[src/rtl/account_server.sv]
// Bank-side account responder: sequential table scan, PIN/funds checks and
// single-edge commit of deposits, withdrawals and transfers.
module account_server #(
    parameter  int NUM_ACCTS = 3,
    parameter  int ACCT_W    = 12,
    parameter  int BAL_W     = 12,
    localparam int IDX_W     = (NUM_ACCTS > 1) ? $clog2(NUM_ACCTS) : 1
) (
    input  logic              clk_i,
    input  logic              rst_ni,
    input  logic              load_we_i,
    input  logic [IDX_W-1:0]  load_idx_i,
    input  logic [ACCT_W-1:0] load_acct_i,
    input  logic [ACCT_W-1:0] load_pin_i,
    input  logic [BAL_W-1:0]  load_bal_i,
    input  logic              req_valid_i,
    output logic              req_ready_o,
    input  logic [2:0]        req_op_i,
    input  logic [ACCT_W-1:0] req_acct_i,
    input  logic [ACCT_W-1:0] req_pin_i,
    input  logic [ACCT_W-1:0] req_dst_i,
    input  logic [BAL_W-1:0]  req_amount_i,
    output logic              rsp_valid_o,
    input  logic              rsp_ready_i,
    output logic [2:0]        rsp_status_o,
    output logic [BAL_W-1:0]  rsp_balance_o
);

    typedef enum logic [2:0] {
        S_IDLE     = 3'd0,
        S_SRC_SCAN = 3'd1,
        S_CHECK    = 3'd2,
        S_DST_SCAN = 3'd3,
        S_COMMIT   = 3'd4,
        S_RESP     = 3'd5
    } state_e;

    localparam logic [2:0] ST_OK       = 3'd0;
    localparam logic [2:0] ST_NO_ACCT  = 3'd1;
    localparam logic [2:0] ST_BAD_PIN  = 3'd2;
    localparam logic [2:0] ST_INSUFF   = 3'd3;
    localparam logic [2:0] ST_BAD_DST  = 3'd4;
    localparam logic [2:0] ST_BAD_OP   = 3'd5;
    localparam logic [2:0] ST_OVERFLOW = 3'd6;
    localparam logic [2:0] ST_LOCKED   = 3'd7;

    localparam logic [2:0] OP_DEPOSIT  = 3'd2;
    localparam logic [2:0] OP_WITHDRAW = 3'd3;
    localparam logic [2:0] OP_TRANSFER = 3'd4;

    state_e              state_q, state_d;
    logic [IDX_W-1:0]    idx_q, idx_d, src_q, src_d, dst_q, dst_d;
    logic [2:0]          op_q;
    logic [ACCT_W-1:0]   acct_q, pin_q, dacct_q;
    logic [BAL_W-1:0]    amt_q;
    logic [ACCT_W-1:0]   tab_acct_q [NUM_ACCTS];
    logic [ACCT_W-1:0]   tab_pin_q  [NUM_ACCTS];
    logic [BAL_W-1:0]    tab_bal_q  [NUM_ACCTS];
    logic [1:0]          tab_fail_q [NUM_ACCTS];
    logic                rsp_valid_q, rsp_valid_d;
    logic [2:0]          rsp_status_q, rsp_status_d;
    logic [BAL_W-1:0]    rsp_balance_q, rsp_balance_d;

    logic [ACCT_W-1:0]   scan_acct_s;
    logic                src_hit_s, dst_hit_s, last_s, accept_s;
    logic [BAL_W-1:0]    src_bal_s, scan_bal_s, src_new_s;
    logic [BAL_W:0]      src_sum_s, dst_sum_s;
    logic [2:0]          chk_status_s;
    logic                chk_fail_s;
    logic [1:0]          fail_cnt_d;

    assign req_ready_o   = rst_ni && (state_q == S_IDLE) && !load_we_i;
    assign accept_s      = req_valid_i && req_ready_o;
    assign rsp_valid_o   = rsp_valid_q;
    assign rsp_status_o  = rsp_status_q;
    assign rsp_balance_o = rsp_balance_q;

    // Scan compare and CHECK-rule evaluation; account 0 is the empty marker.
    always_comb begin
        scan_acct_s  = tab_acct_q[idx_q];
        scan_bal_s   = tab_bal_q[idx_q];
        src_bal_s    = tab_bal_q[src_q];
        src_hit_s    = (scan_acct_s != {ACCT_W{1'b0}}) && (scan_acct_s == acct_q);
        dst_hit_s    = (scan_acct_s != {ACCT_W{1'b0}}) && (scan_acct_s == dacct_q);
        last_s       = (idx_q == IDX_W'(NUM_ACCTS - 1));
        src_sum_s    = {1'b0, src_bal_s} + {1'b0, amt_q};
        dst_sum_s    = {1'b0, scan_bal_s} + {1'b0, amt_q};
        src_new_s    = (op_q == OP_DEPOSIT) ? src_sum_s[BAL_W-1:0] : (src_bal_s - amt_q);
        chk_status_s = ST_OK;
        chk_fail_s   = 1'b0;
        fail_cnt_d   = tab_fail_q[src_q];
        if (tab_fail_q[src_q] == 2'd3) begin
            chk_status_s = ST_LOCKED;
            chk_fail_s   = 1'b1;
        end else if (pin_q != tab_pin_q[src_q]) begin
            chk_status_s = ST_BAD_PIN;
            chk_fail_s   = 1'b1;
            fail_cnt_d   = tab_fail_q[src_q] + 2'd1;
        end else if (op_q > OP_TRANSFER) begin
            chk_status_s = ST_BAD_OP;
            chk_fail_s   = 1'b1;
        end else begin
            fail_cnt_d = 2'd0;
            if (((op_q == OP_WITHDRAW) || (op_q == OP_TRANSFER)) && (amt_q > src_bal_s)) begin
                chk_status_s = ST_INSUFF;
                chk_fail_s   = 1'b1;
            end else if ((op_q == OP_DEPOSIT) && src_sum_s[BAL_W]) begin
                chk_status_s = ST_OVERFLOW;
                chk_fail_s   = 1'b1;
            end else begin
                chk_status_s = ST_OK;
                chk_fail_s   = 1'b0;
            end
        end
    end

    // Next-state logic.
    always_comb begin
        state_d = state_q;
        case (state_q)
            S_IDLE:     if (accept_s) state_d = S_SRC_SCAN; else state_d = S_IDLE;
            S_SRC_SCAN: begin
                if (src_hit_s)   state_d = S_CHECK;
                else if (last_s) state_d = S_RESP;
                else             state_d = S_SRC_SCAN;
            end
            S_CHECK: begin
                if (chk_fail_s)                                          state_d = S_RESP;
                else if ((op_q == OP_DEPOSIT) || (op_q == OP_WITHDRAW))  state_d = S_COMMIT;
                else if (op_q == OP_TRANSFER)                            state_d = S_DST_SCAN;
                else                                                     state_d = S_RESP;
            end
            S_DST_SCAN: begin
                if (dst_hit_s) begin
                    if ((idx_q == src_q) || dst_sum_s[BAL_W]) state_d = S_RESP;
                    else                                       state_d = S_COMMIT;
                end else if (last_s) begin
                    state_d = S_RESP;
                end else begin
                    state_d = S_DST_SCAN;
                end
            end
            S_COMMIT:   state_d = S_RESP;
            S_RESP:     if (rsp_ready_i) state_d = S_IDLE; else state_d = S_RESP;
            default:    state_d = S_IDLE;
        endcase
    end

    // Scan index, latched entry indices and next response fields.
    always_comb begin
        idx_d         = idx_q;
        src_d         = src_q;
        dst_d         = dst_q;
        rsp_valid_d   = rsp_valid_q;
        rsp_status_d  = rsp_status_q;
        rsp_balance_d = rsp_balance_q;
        case (state_q)
            S_IDLE: idx_d = {IDX_W{1'b0}};
            S_SRC_SCAN: begin
                if (src_hit_s) begin
                    src_d = idx_q;
                end else if (last_s) begin
                    rsp_valid_d   = 1'b1;
                    rsp_status_d  = ST_NO_ACCT;
                    rsp_balance_d = {BAL_W{1'b0}};
                end else begin
                    idx_d = idx_q + IDX_W'(1);
                end
            end
            S_CHECK: begin
                idx_d = {IDX_W{1'b0}};
                if (chk_fail_s) begin
                    rsp_valid_d   = 1'b1;
                    rsp_status_d  = chk_status_s;
                    rsp_balance_d = ((chk_status_s == ST_LOCKED) || (chk_status_s == ST_BAD_PIN))
                                    ? {BAL_W{1'b0}} : src_bal_s;
                end else if (op_q < OP_DEPOSIT) begin
                    rsp_valid_d   = 1'b1;
                    rsp_status_d  = ST_OK;
                    rsp_balance_d = src_bal_s;
                end else begin
                    rsp_valid_d = 1'b0;
                end
            end
            S_DST_SCAN: begin
                if (dst_hit_s) begin
                    if (idx_q == src_q) begin
                        rsp_valid_d   = 1'b1;
                        rsp_status_d  = ST_BAD_DST;
                        rsp_balance_d = src_bal_s;
                    end else if (dst_sum_s[BAL_W]) begin
                        rsp_valid_d   = 1'b1;
                        rsp_status_d  = ST_OVERFLOW;
                        rsp_balance_d = src_bal_s;
                    end else begin
                        dst_d = idx_q;
                    end
                end else if (last_s) begin
                    rsp_valid_d   = 1'b1;
                    rsp_status_d  = ST_BAD_DST;
                    rsp_balance_d = src_bal_s;
                end else begin
                    idx_d = idx_q + IDX_W'(1);
                end
            end
            S_COMMIT: begin
                rsp_valid_d   = 1'b1;
                rsp_status_d  = ST_OK;
                rsp_balance_d = src_new_s;
            end
            S_RESP: if (rsp_ready_i) rsp_valid_d = 1'b0; else rsp_valid_d = 1'b1;
            default: rsp_valid_d = 1'b0;
        endcase
    end

    // State register.
    always_ff @(posedge clk_i or negedge rst_ni) begin
        if (!rst_ni) state_q <= S_IDLE;
        else         state_q <= state_d;
    end

    // Datapath: request latch, table provisioning/commit, response registers.
    always_ff @(posedge clk_i or negedge rst_ni) begin
        if (!rst_ni) begin
            idx_q         <= {IDX_W{1'b0}};
            src_q         <= {IDX_W{1'b0}};
            dst_q         <= {IDX_W{1'b0}};
            op_q          <= 3'd0;
            acct_q        <= {ACCT_W{1'b0}};
            pin_q         <= {ACCT_W{1'b0}};
            dacct_q       <= {ACCT_W{1'b0}};
            amt_q         <= {BAL_W{1'b0}};
            rsp_valid_q   <= 1'b0;
            rsp_status_q  <= 3'd0;
            rsp_balance_q <= {BAL_W{1'b0}};
            for (int k = 0; k < NUM_ACCTS; k++) begin
                tab_acct_q[k] <= {ACCT_W{1'b0}};
                tab_pin_q[k]  <= {ACCT_W{1'b0}};
                tab_bal_q[k]  <= {BAL_W{1'b0}};
                tab_fail_q[k] <= 2'd0;
            end
        end else begin
            idx_q         <= idx_d;
            src_q         <= src_d;
            dst_q         <= dst_d;
            rsp_valid_q   <= rsp_valid_d;
            rsp_status_q  <= rsp_status_d;
            rsp_balance_q <= rsp_balance_d;
            if (accept_s) begin
                op_q    <= req_op_i;
                acct_q  <= req_acct_i;
                pin_q   <= req_pin_i;
                dacct_q <= req_dst_i;
                amt_q   <= req_amount_i;
            end
            if ((state_q == S_IDLE) && load_we_i) begin
                tab_acct_q[load_idx_i] <= load_acct_i;
                tab_pin_q[load_idx_i]  <= load_pin_i;
                tab_bal_q[load_idx_i]  <= load_bal_i;
                tab_fail_q[load_idx_i] <= 2'd0;
            end
            if (state_q == S_CHECK) begin
                tab_fail_q[src_q] <= fail_cnt_d;
            end
            // Both legs of a transfer land on this one edge.
            if (state_q == S_COMMIT) begin
                tab_bal_q[src_q] <= src_new_s;
                if (op_q == OP_TRANSFER) begin
                    tab_bal_q[dst_q] <= tab_bal_q[dst_q] + amt_q;
                end
            end
        end
    end

endmodule

[config.mk]
export PLATFORM = sky130hd
export DESIGN_NAME = account_server
export DESIGN_NICKNAME = d
export VERILOG_FILES = /design/src/rtl/account_server.sv
export SDC_FILE = /design/constraint.sdc
export NUM_CORES = 1
export LEC_CHECK = 0
export CORE_AREA = 3 3 205 107
export DETAILED_ROUTE_END_ITERATION = 7
export DIE_AREA = 0 0 208 110
export PLACE_DENSITY = 0.81
export SLEW_MARGIN = 20
export SYNTH_ARGS = -nofsm -noshare
export SYNTH_HDL_FRONTEND = slang
export SYNTH_SLANG_ARGS = --single-unit
[constraint.sdc]
create_clock -name clk_i -period 4.8 [get_ports clk_i]
set_input_delay 0.96 -clock clk_i [delete_from_list [all_inputs] [get_ports clk_i]]
set_output_delay 0.96 -clock clk_i [all_outputs]
set_load 0.02 [all_outputs]
# After elaboration in Yosys (flattened, before gate mapping)
# Index checks and enable logic that the tools add are counted.
# op_classes
reduce_logical	26
n_bitwise	9
magnitude_cmp	10
eq_ne	22
mux	96
addsub	6
# op_table
op	n
$mux 12	23
$bwmux 36	5
$bmux 12 s2	5
$mux 36	3
$demux 12 s2	3
$mux 3	21
$pmux 12 s4	1
$add 12x12->13	2
$eq 12x12->1	2
$mux 2	10
$pmux 3 s6	1
$eq 3x2->1 const B	5
$mux 1	15
$add 12x12->12	1
$eq 3x3->1 const B	4
$ge 3x3->1 const B	4
$gt 12x12->1	1
$mux 6	2
$ne 12x12->1	1
$not 2->3	4
$pmux 3 s4	1
$reduce_bool 12->1	1
$sub 12x12->12	1
$logic_and 1x1->1	11
other kinds (28)	42
# word_totals
elab_cells	193
inputBits	94
regBits	190
out_inout_bits	17

# Logic depth before layout (Yosys ltp)
# Gate-level depths: netlist (run 1).
# depth
ltp_word	16
ltp_mapped	19
depth_no_buf	16

# Least setup slack after synthesis (run 1)
# Ideal clock, no wire load.
# synth_path
path_kind	register -> register
startpoint	register src_q[1]
endpoint	register rsp_balance_q[10], in the netlist rsp_balance_o[10]
arrival_ps	4135
setup_time_ps	125
setup_slack_ps	540
path_stages_with_launch	19
path_buffers	5
synth_period_minus_slack_ps	4260
required_ps	4675
path_cell_list	dfrtp_1 -> buf_2 -> buf_2 -> buf_2 -> buf_1 -> mux2i_1 -> nor2_1 -> a21oi_1 -> inv_1 -> ha_1 -> a21o_1 -> a21o_1 -> a21oi_1 -> o21ai_0 -> a211oi_1 -> nor4_4 -> a311oi_4 -> buf_12 -> mux2_4
# synth_between
elab_chain_cells	16
word_cells_on_any_way	43
cone_classes	add/sub (2); order compare (1); eq/ne (7); mux (28); bitwise (1); reduce/logical (4)
# synth_rtl
element	line_no	text
start: declaration	52	logic [IDX_W-1:0] idx_q, idx_d, src_q, src_d, dst_q, dst_d;
start signal: assignment	226	src_q <= {IDX_W{1'b0}};
start signal: assignment	244	src_q <= src_d;
$not 2->3 (implied by the code)	82, 92, 95	
$bmux 12 s2	82	src_bal_s = tab_bal_q[src_q];
$mux 12 (implied by the code) (2 in a row)	82	
$add 12x12->13	86	src_sum_s = {1'b0, src_bal_s} + {1'b0, amt_q};
$logic_and 1x1->1	107	end else if ((op_q == OP_DEPOSIT) && src_sum_s[BAL_W]) begin
$mux 3	107	
$mux 3	104	if (((op_q == OP_WITHDRAW) || (op_q == OP_TRANSFER)) && (amt_q > src_bal_s)) begin
$mux 3	99	end else if (op_q > OP_TRANSFER) begin
$mux 3	95	end else if (pin_q != tab_pin_q[src_q]) begin
$mux 3	92	if (tab_fail_q[src_q] == 2'd3) begin
$eq 3x3->1 or $eq 3x2->1 (tied branches)	175	rsp_balance_d = ((chk_status_s == ST_LOCKED) || (chk_status_s == ST_BAD_PIN))
$logic_or 1x1->1	175	
$mux 12	176	? {BAL_W{1'b0}} : src_bal_s;
$mux 12	172	if (chk_fail_s) begin
$pmux 12 s4	157	case (state_q)
end signal: assignment	235	rsp_balance_q <= {BAL_W{1'b0}};
end signal: assignment	248	rsp_balance_q <= rsp_balance_d;
end: declaration	62	logic [BAL_W-1:0] rsp_balance_q, rsp_balance_d;
# Parallel ways exist; a longest one is shown, timed or not. The select of a mux whose other input is x is not followed.
# A chain may end at the register's enable or synchronous reset.

# Worst setup path in the final report (run 1)
# layout_path
startpoint	register src_q[0]
endpoint	register rsp_balance_q[3], in the netlist rsp_balance_o[3]
# Same word-level chain as after synthesis.

==> results of run 1 <==
==> power groups by stage <==
| stage | Clock [mW] | Combinational, mW | Sequential (mW) |
|---|---|---|---|
| 2_1_floorplan | 0 | 4.48 | 2.80 |
| 4_1_cts | 1.47 | 6.05 | 3.01 |
| 3_3_place_gp | 0 | 5.80 | 3.00 |
| 3_5_place_dp | 0 | 5.98 | 3.03 |
| 5_1_grt | 1.53 | 6.73 | 3.10 |
| 6_report | 1.46 | 6.17 | 3.03 |
==> cell type report <==
class | instances | area share [%]
Multi-Input combinational cell | 1018 | 48.3
Timing Repair Buffer | 134 | 9.31
Inverter | 39 | 1.06
Clock inverter | 11 | 0.952
Antenna cell | 1 | 0.0181
Clock buffer | 20 | 3.38
Tap cell | 273 | 2.48
Sequential cell | 190 | 34.5
==> cell usage after synthesis, types with 16 or more instances <==
library cell    n
nand2_1       347
dfrtp_1       190
o21ai_0        75
mux2i_1        66
mux2_2         59
clkbuf_1       53
ha_1           48
a21oi_1        45
nor2_1         45
inv_1          39
xnor2_1        37
a32oi_1        24
nand3b_1       22
o22ai_1        22
xor2_1         21
nand3_1        16
==> worst max-delay path, cell delays in order (launching register included) <==
cell	delay, ns
dfrtp_1	0.46
nor2b_1	0.18
buf_4	0.23
a21oi_1	0.37
inv_1	0.15
fa_1	0.42
a21oi_1	0.31
o221ai_1	0.21
a21oi_1	0.24
o21ai_0	0.12
a211oi_1	0.50
nor4_4	0.15
a311oi_4	0.27
buf_4	0.31
mux2_2	0.37
==> metal layers <==
metal	vias to the layer above	share of wire [%]	wire length (um)
met5	-	0	0
met4	0	2.7	1020
met3	92	8.9	3300
met2	541	46	17000
met1	5112	42	15800
li1	4761	-	-
==> logic make-up after synthesis <==
family                     count (synthesis)  share of synthesized area [%]
muxes                                    135                           12.4
xor gates and xnor gates                  58                           4.27
AOI/OAI and AO/OA                        257                           14.3
and+or+nand+nor                          517                           19.3
buffers and inverters                    114                           4.29
DFF                                      190                           39.9
adders and majority gates                 51                           5.55
==> state kept, by name (all words and copies together) (netlist names) <==
name / flops
acct_q: 12
amt_q: 12
dacct_q: 12
dst_q: 2
idx_q: 2
op_q: 3
pin_q: 12
rsp_balance_o: 12
rsp_status_o: 3
rsp_valid_o: 1
src_q: 2
state_q: 3
tab_acct_q: 36
tab_bal_q: 36
tab_fail_q: 6
tab_pin_q: 36
==> worst min path at each step <==
stage | start | to | cells past startpoint
after floorplan | tab_acct_q[24] | tab_acct_q[24] | 2
after global placement | tab_pin_q[26] | tab_pin_q[26] | 2
after detailed placement | tab_pin_q[29] | tab_pin_q[29] | 2
after CTS | rst_ni | tab_bal_q[14] | 1
after global routing | rst_ni | amt_q[3] | 1
final | rst_ni | amt_q[3] | 1
==> layout by cell type, fill, tap and decap left out, drive strengths merged, types with 4 or more instances in the layout <==
cell | netlist | routed
ha | 48 | 48
buf | 22 | 24
nor4 | 11 | 11
nor2b | 13 | 13
a21boi | 5 | 5
o21ai | 87 | 87
mux2 | 69 | 69
xor2 | 21 | 21
and2 | 8 | 8
nand4 | 10 | 10
dfrtp | 190 | 190
a22o | 10 | 10
nand3b | 22 | 22
a32oi | 24 | 24
inv | 39 | 41
nand3 | 16 | 16
nand2b | 13 | 13
nand2 | 347 | 347
a31oi | 4 | 4
o21a | 4 | 4
clkdlybuf4s50 | 0 | 109
o22ai | 22 | 22
o2bb2ai | 4 | 4
nor2 | 45 | 45
a21o | 9 | 9
clkinv | 0 | 7
a21oi | 45 | 45
mux2i | 66 | 66
nor3 | 15 | 15
clkbuf | 53 | 21
a221o | 4 | 4
xnor2 | 37 | 37
a211oi | 7 | 7
or3 | 4 | 4
==> per-stage QoR <==
step,hold WS [ns],util [%],instances,area [sq um]
floorplan,0.445,-,1322,11900
global placement,0.457,65.0,1654,13200
detailed placement,0.462,65.0,1654,13200
CTS,0.435,68.0,1685,13800
global route,0.458,68.0,1685,13800
finish,0.438,68.0,1686,13800
==> flow_summary.yaml, run 1 <==
run_status:
  status: "complete, no violations"
detailed_routing:
  ant_nets: 0
  drcViolationCount: 0
  via_per_inst: 6.23
  wl_per_cell_um: 22.0
  drt_iter0_drc: 1159
  drtPass1Iterations: 5
  routed_wl_um: 37200
  vias: 10500
floorplan:
  io_pins: 111
  core_sq_mm: 0.0203
  die-area_sq_mm: 0.0229
  die_h_um: 110
  die_x_um: 208
  start_util_pct: 58.7
  num_rows: 37
worst_setup_path:
  crit_path_start_kind: "flip-flop"
  worstRegToRegCells: 14
  reg2reg_slack_ns: 0.38
  r2r-start: "src_q[0]"
  setup.worst_path.end: "rsp_balance_o[3]"
  critPathCaptureType: "flip-flop"
  startpoint: "src_q[0]"
  r2r_end: "rsp_balance_o[3]"
  crit_arrival_ns: 4.76
  crit_type: "flip-flop to flip-flop"
  cp_max_fo: 21
  crit_required_ns: 5.14
yosys:
  syn_area_per_cell_sq_um: 9.00
  synth_top_area_cell: "dfrtp_1"
  synth_ff_type: "dfrtp_1"
  yosys-top-cells-area: "dfrtp_1, nand2_1, mux2_2"
  async_flop_share_pct: 100
  synth_cell_types: 73
  syn_nets: 1467
  ys_seq_area_share_pct: 39.9
  ys_ff_latch: 190
  yosysTopAreaCellShare_pct: 39.9
  yosysWarnings: 0
  synth_edf_count: 0
  netlist_instances: 1322
  synth_area_sq_mm: 0.0119
cts:
  cts_tree: "done"
  h-tree-depth: 4
  path_clk_slew_ns: 0.07
  cts_setup_buffers: 0
  cts_sinks: 190
  clk-insertion-delay-late_ns: 0.45
  cts-resized-gates: 0
  cts_buffer_depth: 2
  holdBufCountCts: 0
  cts-root-buf: "clkbuf_16"
  cts_buffers: 17
global_routing:
  grtUsageMet2_pct: 54.2
  gr-usage-met3_pct: 6.36
  antenna_found_initial: 0
  grt_max_degree: 76
  grt_pass1_vias: 10400
  grt_pass1_wl_um: 58000
  gr-usage-all-layers_pct: 32.8
  overflow: 0
  grt_use_met1_pct: 44.4
  busiest_layer: "met2"
timing:
  finalCritPeriodShare_pct: 92.1
  final_max_slew_viol_count: 0
  tns_ns: 0
  max_freq_mhz: 226
  setup_violations: 0
  skew_ns: 0.00830
  rsz0062_at_grt: "false"
  fin_ws_ns: 0.380
  worst_slew_pin_slew_ns: 1.13
  max_slew_margin_pct: 23.8
  period_needed_ns: 4.42
  hold_viol: 0
placement:
  io_buffers: 110
  dpl.hpwl_um: 26000
  place_ws_ns: 0.460
  gp_congestion: 0.990
power:
  netSwitchingFraction_pct: 47.2
  pwr-share-clk_pct: 13.7
  p_sw_mw: 5.04
  power_frac_seq_pct: 28.4
  p_int_mw: 5.63
  p_leak_nw: 6.10
  peakVddDrop_mv: 0.411
  powerDensity_mw_per_mm2: 773
  pwr-share-comb_pct: 57.9
  p_total_mw: 10.7
job:
  cap_violations: 0
final_layout:
  layout-drive-gt1-share_pct: 10.8
  syn2layout_area_growth_pct: 15.9
  nNetsFinal: 1545
  final-seq-area_sq_mm: 0.00476
  fill_cells: 1627
  multi_input_area_sq_mm: 0.00667
hold_path:
  hold_class: "input port to async pin"
Power figures use the tool's default switching activity.
==> run 2, diff against run 1 <==
--- a/config.mk
+++ b/config.mk
@@ -8,6 +8,7 @@
 export CORE_AREA = 3 3 205 107
 export DETAILED_ROUTE_END_ITERATION = 7
 export DIE_AREA = 0 0 208 110
+export HOLD_SLACK_MARGIN = 0.03
 export PLACE_DENSITY = 0.81
 export SLEW_MARGIN = 20
 export SYNTH_ARGS = -nofsm -noshare
==> constraint.sdc (replaced) <==
create_clock -name clk_i -period 4.8 [get_ports clk_i]
set_input_delay 0.72 -clock clk_i [delete_from_list [all_inputs] [get_ports clk_i]]
set_output_delay 0.72 -clock clk_i [all_outputs]
set_load 0.02 [all_outputs]
==> run 2 against run 1 <==
Clock power is 6% higher. Clock skew grew 0.0023 ns. Fmax down 1.2%. Cell count decreased by 0.12%. Hold slack worse by 0.24 ns. Via count increased by 0.28%. Wire length rose by 0.23%. Critical path depth is 1 lower. Sequential power about the same. Power is 1.0% higher. Critical endpoint is now rsp_balance_o[4]. Largest power group unchanged.
==> flow_summary.yaml, run 2 (synthesis results as in run 1) <==
final_layout:
  final_cell_mix: "nand2_1, dfrtp_1, clkdlybuf4s50_1, o21ai_0, mux2i_1"
  reg_top3: "tab_acct_q x36, tab_bal_q x36, tab_pin_q x36"
  fill_cells: 1597
  stdcell_area_sq_mm: 0.0138
  nNetsFinal: 1543
  diodes: 0
  final_common_cell: "nand2_1"
  layout-drive-gt1-share_pct: 10.4
  syn2layout_area_growth_pct: 16.1
  stdcell_count: 1684
floorplan:
  start_util_pct: 58.7
  io_pins: 111
  die_x_um: 208
  die-area_sq_mm: 0.0229
  num_rows: 37
  die_h_um: 110
  core_sq_mm: 0.0203
power:
  netSwitchingFraction_pct: 47.0
  pwr-share-comb_pct: 57.6
  p_leak_nw: 6.12
  power_frac_seq_pct: 28.0
  p_total_mw: 10.8
  powerDensity_mw_per_mm2: 779
  pwr-share-clk_pct: 14.4
  p_int_mw: 5.71
  p_sw_mw: 5.06
  peakVddDrop_mv: 0.379
placement:
  dpl.hpwl_um: 26100
  gp_congestion: 0.991
  place_inst: 1652
  io_buffers: 110
  place_area_sq_mm: 0.0132
job:
  cap_violations: 0
global_routing:
  gr-usage-all-layers_pct: 32.5
  overflow: 0
  grt_pass1_vias: 10500
  grt_pass1_wl_um: 57900
  grt_max_degree: 148
  antenna_found_initial: 0
timing:
  period_needed_ns: 4.47
  rsz0062_at_grt: "false"
  hold_viol: 0
  skew_ns: 0.0106
  setup_violations: 0
  tns_ns: 0
  final_max_slew_viol_count: 0
  max_freq_mhz: 223
  finalCritPeriodShare_pct: 93.2
  worst_slew_pin_slew_ns: 1.21
  max_slew_margin_pct: 18.9
cts:
  cts-root-buf: "clkbuf_16"
  cts_setup_buffers: 0
  cts-resized-gates: 0
  clk-insertion-delay-late_ns: 0.46
  cts_buffers: 17
  h-tree-depth: 4
  cts_buffer_depth: 2
  path_clk_slew_ns: 0.07
  cts_tree: "done"
  cts_sinks: 190
  holdBufCountCts: 0
worst_setup_path:
  path_cells: "nor2b_1 -> buf_4 -> a21oi_1 -> fa_1 -> o21ba_2 -> a2111oi_0 -> o311a_1 -> a21oi_1 -> o21ai_1 -> nor4_4 -> a311oi_4 -> buf_4 -> mux2_2"
  cp_max_fo: 21
  critPathCaptureType: "flip-flop"
  crit_type: "flip-flop to flip-flop"
  cp_top_family: "compound AO/OA/AOI/OAI gates"
  cp_slowest_cell: "a2111oi_0"
  worstRegToRegCells: 13
  crit_path_start_kind: "flip-flop"
  worst-path-stages: 13
  max_stage_delay_ns: 0.74
  crit_arrival_ns: 4.82
  startpoint: "src_q[1]"
  crit_buf_inv: 2
  crit_required_ns: 5.14
  r2r-start: "src_q[1]"
run_status:
  status: "complete, no violations"
detailed_routing:
  wl_per_cell_um: 22.1
  drtPass1Iterations: 6
  vias: 10500
  drt_iter0_drc: 997
  via_per_inst: 6.26
  met3_wirelength_um: 3240
  wl_met2_um: 17000
  routed_wl_um: 37200
  ant_nets: 0
  top_layer_used: "met4"
  drcViolationCount: 0
  drt-met1-wl_um: 15900
hold_path:
  hold_class: "input port to async pin"
run 2: cell count changes in the layout (fill, tap and decap cells not counted), sizes merged:
cell | before | now
inv | 41 | 47
clkinv | 7 | 3
clkbuf | 21 | 18
buf | 24 | 22
bufinv | 1 | 3
diode | 1 | 0
run 2: worst reg2reg max path: stages, from the launching register on:
cell	delay, ns
dfrtp_2	0.49
nor2b_1	0.16
buf_4	0.30
a21oi_1	0.20
fa_1	0.43
o21ba_2	0.22
a2111oi_0	0.74
o311a_1	0.37
a21oi_1	0.10
o21ai_1	0.28
nor4_4	0.10
a311oi_4	0.28
buf_4	0.31
mux2_2	0.38
run 2: cell type report:
type / count / area, sq um / share of cell area [%]
Multi-Input combinational cell: 1018 / 6660 / 48.2
Sequential cell: 190 / 4760 / 34.4
Timing Repair Buffer: 132 / 1290 / 9.37
Clock buffer: 17 / 425 / 3.08
Tap cell: 273 / 342 / 2.47
Clock inverter: 15 / 199 / 1.44
Inverter: 39 / 146 / 1.06
run 2: worst paths after layout:
check	slack, ns	to
worst max-delay path	0.33	rsp_balance_o[4]
worst min-delay path	0.20	tab_bal_q[19]
worst max register to register	0.33	rsp_balance_o[4]
max in group asynchronous	3.33	tab_acct_q[32]
worst min register to register	0.48	tab_acct_q[30]
min in group clk_i	0.48	tab_acct_q[30]
run 2: power by group through the flow:
| stage | combinational, mW | sequential, mW | clock, mW |
|---|---|---|---|
| floorplan | 4.48 | 2.80 | 0 |
| global placement | 5.85 | 2.98 | 0 |
| detailed placement | 6.02 | 3.02 | 0 |
| CTS | 6.10 | 2.99 | 1.56 |
| global route | 6.74 | 3.09 | 1.63 |
| finish | 6.20 | 3.02 | 1.55 |
run 2: per-stage QoR:
step | hold WS, ns | utilization [%] | setup WS (ns)
finish | 0.198 | 68.2 | 0.325
global placement | 0.456 | 65.1 | 0.642
global route | 0.215 | 68.2 | 0.0976
CTS | 0.208 | 68.1 | 0.449
detailed placement | 0.462 | 65.1 | 0.478
floorplan | 0.424 | - | 0.540
run 2: routing by layer:
layer	up-vias	GRT usage, %
li1	4743	-
met2	566	54.3
met3	100	7.18
met1	5126	43.1
met5	-	0
met4	0	10.1
==> run 3, diff against run 2 <==
--- a/config.mk
+++ b/config.mk
@@ -5,11 +5,11 @@
 export SDC_FILE = /design/constraint.sdc
 export NUM_CORES = 1
 export LEC_CHECK = 0
-export CORE_AREA = 3 3 205 107
+export CORE_AREA = 3 3 204 106
 export DETAILED_ROUTE_END_ITERATION = 7
-export DIE_AREA = 0 0 208 110
+export DIE_AREA = 0 0 207 109
 export HOLD_SLACK_MARGIN = 0.03
-export PLACE_DENSITY = 0.81
+export PLACE_DENSITY = 0.82
 export SLEW_MARGIN = 20
 export SYNTH_ARGS = -nofsm -noshare
 export SYNTH_HDL_FRONTEND = slang
==> constraint.sdc (replaced) <==
create_clock -name clk_i -period 5.8 [get_ports clk_i]
set_input_delay 0.58 -clock clk_i [delete_from_list [all_inputs] [get_ports clk_i]]
set_output_delay 0.58 -clock clk_i [all_outputs]
set_load 0.02 [all_outputs]
==> run 3 against run 2 <==
Wire length down 4.1%. Cell count shrank 0.48%. Critical endpoint is now rsp_balance_o[2]. Register-to-register slack improved by 0.88 ns. Non-clock buffer count is 1 lower. Fmax shrank 2.6%. Utilization increased by 1.8 points. Global-route usage shrank 0.35 points.
==> flow_summary.yaml, run 3 (synthesis results as in run 1) <==
run_status:
  status: "complete, no violations"
floorplan:
  io_pins: 111
  die-area_sq_mm: 0.0226
  die_h_um: 109
  die_x_um: 207
  num_rows: 36
  core_sq_mm: 0.0196
  start_util_pct: 60.6
final_layout:
  layout-drive-gt1-share_pct: 10.4
  stdcell_count: 1676
  final_util_pct: 70.0
  final_cell_mix: "nand2_1, dfrtp_1, clkdlybuf4s50_1, o21ai_0, mux2i_1"
  syn2layout_area_growth_pct: 15.4
  fill_cells: 1576
  stdcell_area_sq_mm: 0.0137
  final_common_cell: "nand2_1"
  nNetsFinal: 1542
  reg_top3: "tab_acct_q x36, tab_bal_q x36, tab_pin_q x36"
  diodes: 0
cts:
  cts_buffers: 17
  cts_setup_buffers: 0
  cts_tree: "done"
  cts-resized-gates: 0
  clk-insertion-delay-late_ns: 0.46
  h-tree-depth: 4
  holdBufCountCts: 0
  cts-root-buf: "clkbuf_16"
  path_clk_slew_ns: 0.07
  cts_buffer_depth: 2
  cts_sinks: 190
detailed_routing:
  routed_wl_um: 35700
  drt_iter0_drc: 839
  ant_nets: 0
  via_per_inst: 6.26
  wl_per_cell_um: 21.3
  drcViolationCount: 0
  drtPass1Iterations: 5
  vias: 10500
power:
  p_sw_mw: 4.18
  pwr-share-clk_pct: 13.6
  peakVddDrop_mv: 0.264
  p_leak_nw: 6.09
  powerDensity_mw_per_mm2: 643
  power_frac_seq_pct: 28.6
  netSwitchingFraction_pct: 47.3
  pwr-share-comb_pct: 57.8
  p_int_mw: 4.66
hold_path:
  hold_class: "input port to async pin"
worst_setup_path:
  crit_type: "flip-flop to flip-flop"
  crit_arrival_ns: 4.93
  path_cells: "nor2b_1 -> buf_4 -> a21oi_1 -> inv_1 -> ha_1 -> inv_1 -> fa_1 -> o21ba_2 -> a2111oi_0 -> o311a_1 -> a21oi_1 -> o21ai_1 -> nor4_4 -> a311oi_4 -> buf_4 -> mux2_2"
  crit_buf_inv: 4
  max_stage_delay_ns: 0.68
  reg2reg_slack_ns: 1.20
  cp_max_fo: 15
  crit_required_ns: 6.14
  crit_path_start_kind: "flip-flop"
  critPathCaptureType: "flip-flop"
  cp_top_family: "compound AO/OA/AOI/OAI gates"
  cp_slowest_cell: "a2111oi_0"
job:
  cap_violations: 0
placement:
  io_buffers: 110
  dpl.hpwl_um: 25500
  place_inst: 1644
  gp_congestion: 0.949
  place_area_sq_mm: 0.0131
  place_ws_ns: 1.28
global_routing:
  grt_pass1_wl_um: 56700
  grt_pass1_vias: 10500
  grt_max_degree: 104
  overflow: 0
  antenna_found_initial: 0
  gr-usage-all-layers_pct: 32.2
timing:
  tns_ns: 0
  fin_ws_ns: 1.20
  setup_violations: 0
  skew_ns: 0.0111
  hold_viol: 0
  rsz0062_at_grt: "false"
  worst_slew_pin_slew_ns: 1.12
  max_slew_margin_pct: 25.0
  period_needed_ns: 4.60
  max_freq_mhz: 218
  final_max_slew_viol_count: 0
  finalCritPeriodShare_pct: 79.2
## run 3: cell count changes in the layout (fill, tap and decap cells not counted), sizes merged
cell    delta
bufinv     -2
clkbuf     +2
clkinv     +2
inv        -3
## run 3: metrics by stage
stage               total power, mW  hold slack (ns)
floorplan                      6.02            0.284
detailed placement             7.48            0.462
finish                         8.83            0.218
global route                   9.44            0.283
CTS                            8.74            0.277
global placement               7.32            0.457
## run 3: layout make-up
type                       count  area [sq um]  area share, %
timing repair buffer         131          1260           9.17
clock buffer                  20           467           3.40
multi-input combinational   1018          6650           48.4
sequential                   190          4760           34.6
inverter                      39           146           1.07
clock inverter                12           126          0.920
tap                          266           333           2.42
## run 3: final timing paths
path | depth (start not counted) | to | start
min in group clk_i | 2 | tab_acct_q[10] | tab_acct_q[10]
max in group asynchronous | 2 | amt_q[6] | rst_ni
hold / removal | 1 | tab_acct_q[1] | rst_ni
setup reg to reg | 16 | rsp_balance_o[2] | src_q[1]
hold reg to reg | 2 | tab_acct_q[10] | tab_acct_q[10]
setup / recovery | 16 | rsp_balance_o[2] | src_q[1]
## run 3: worst register-to-register path, delay by kind of cell (launching register included)
family	cells	cell delay, ns
simple gates	2	0.30
fa+ha+maj	2	0.58
compound gates	7	2.02
buf+inv	4	0.67
mux	1	0.38
flops	1	0.53
## run 3: layer usage
metal	routed length (um)	share of wire (%)	vias up	GRT usage (%)
met5	0	0	-	0
met4	1360	3.8	0	13.5
met3	3200	9.0	126	8.65
met2	16400	46	542	52.4
met1	14700	41	5070	41.3
li1	-	-	4751	-
## run 3: power groups by stage
stage,sequential [mW],combinational [mW],clock (mW)
5_1_grt,2.58,5.59,1.26
6_report,2.52,5.11,1.20
3_5_place_dp,2.52,4.96,0
3_3_place_gp,2.49,4.83,0
2_1_floorplan,2.32,3.70,0
4_1_cts,2.50,5.03,1.21
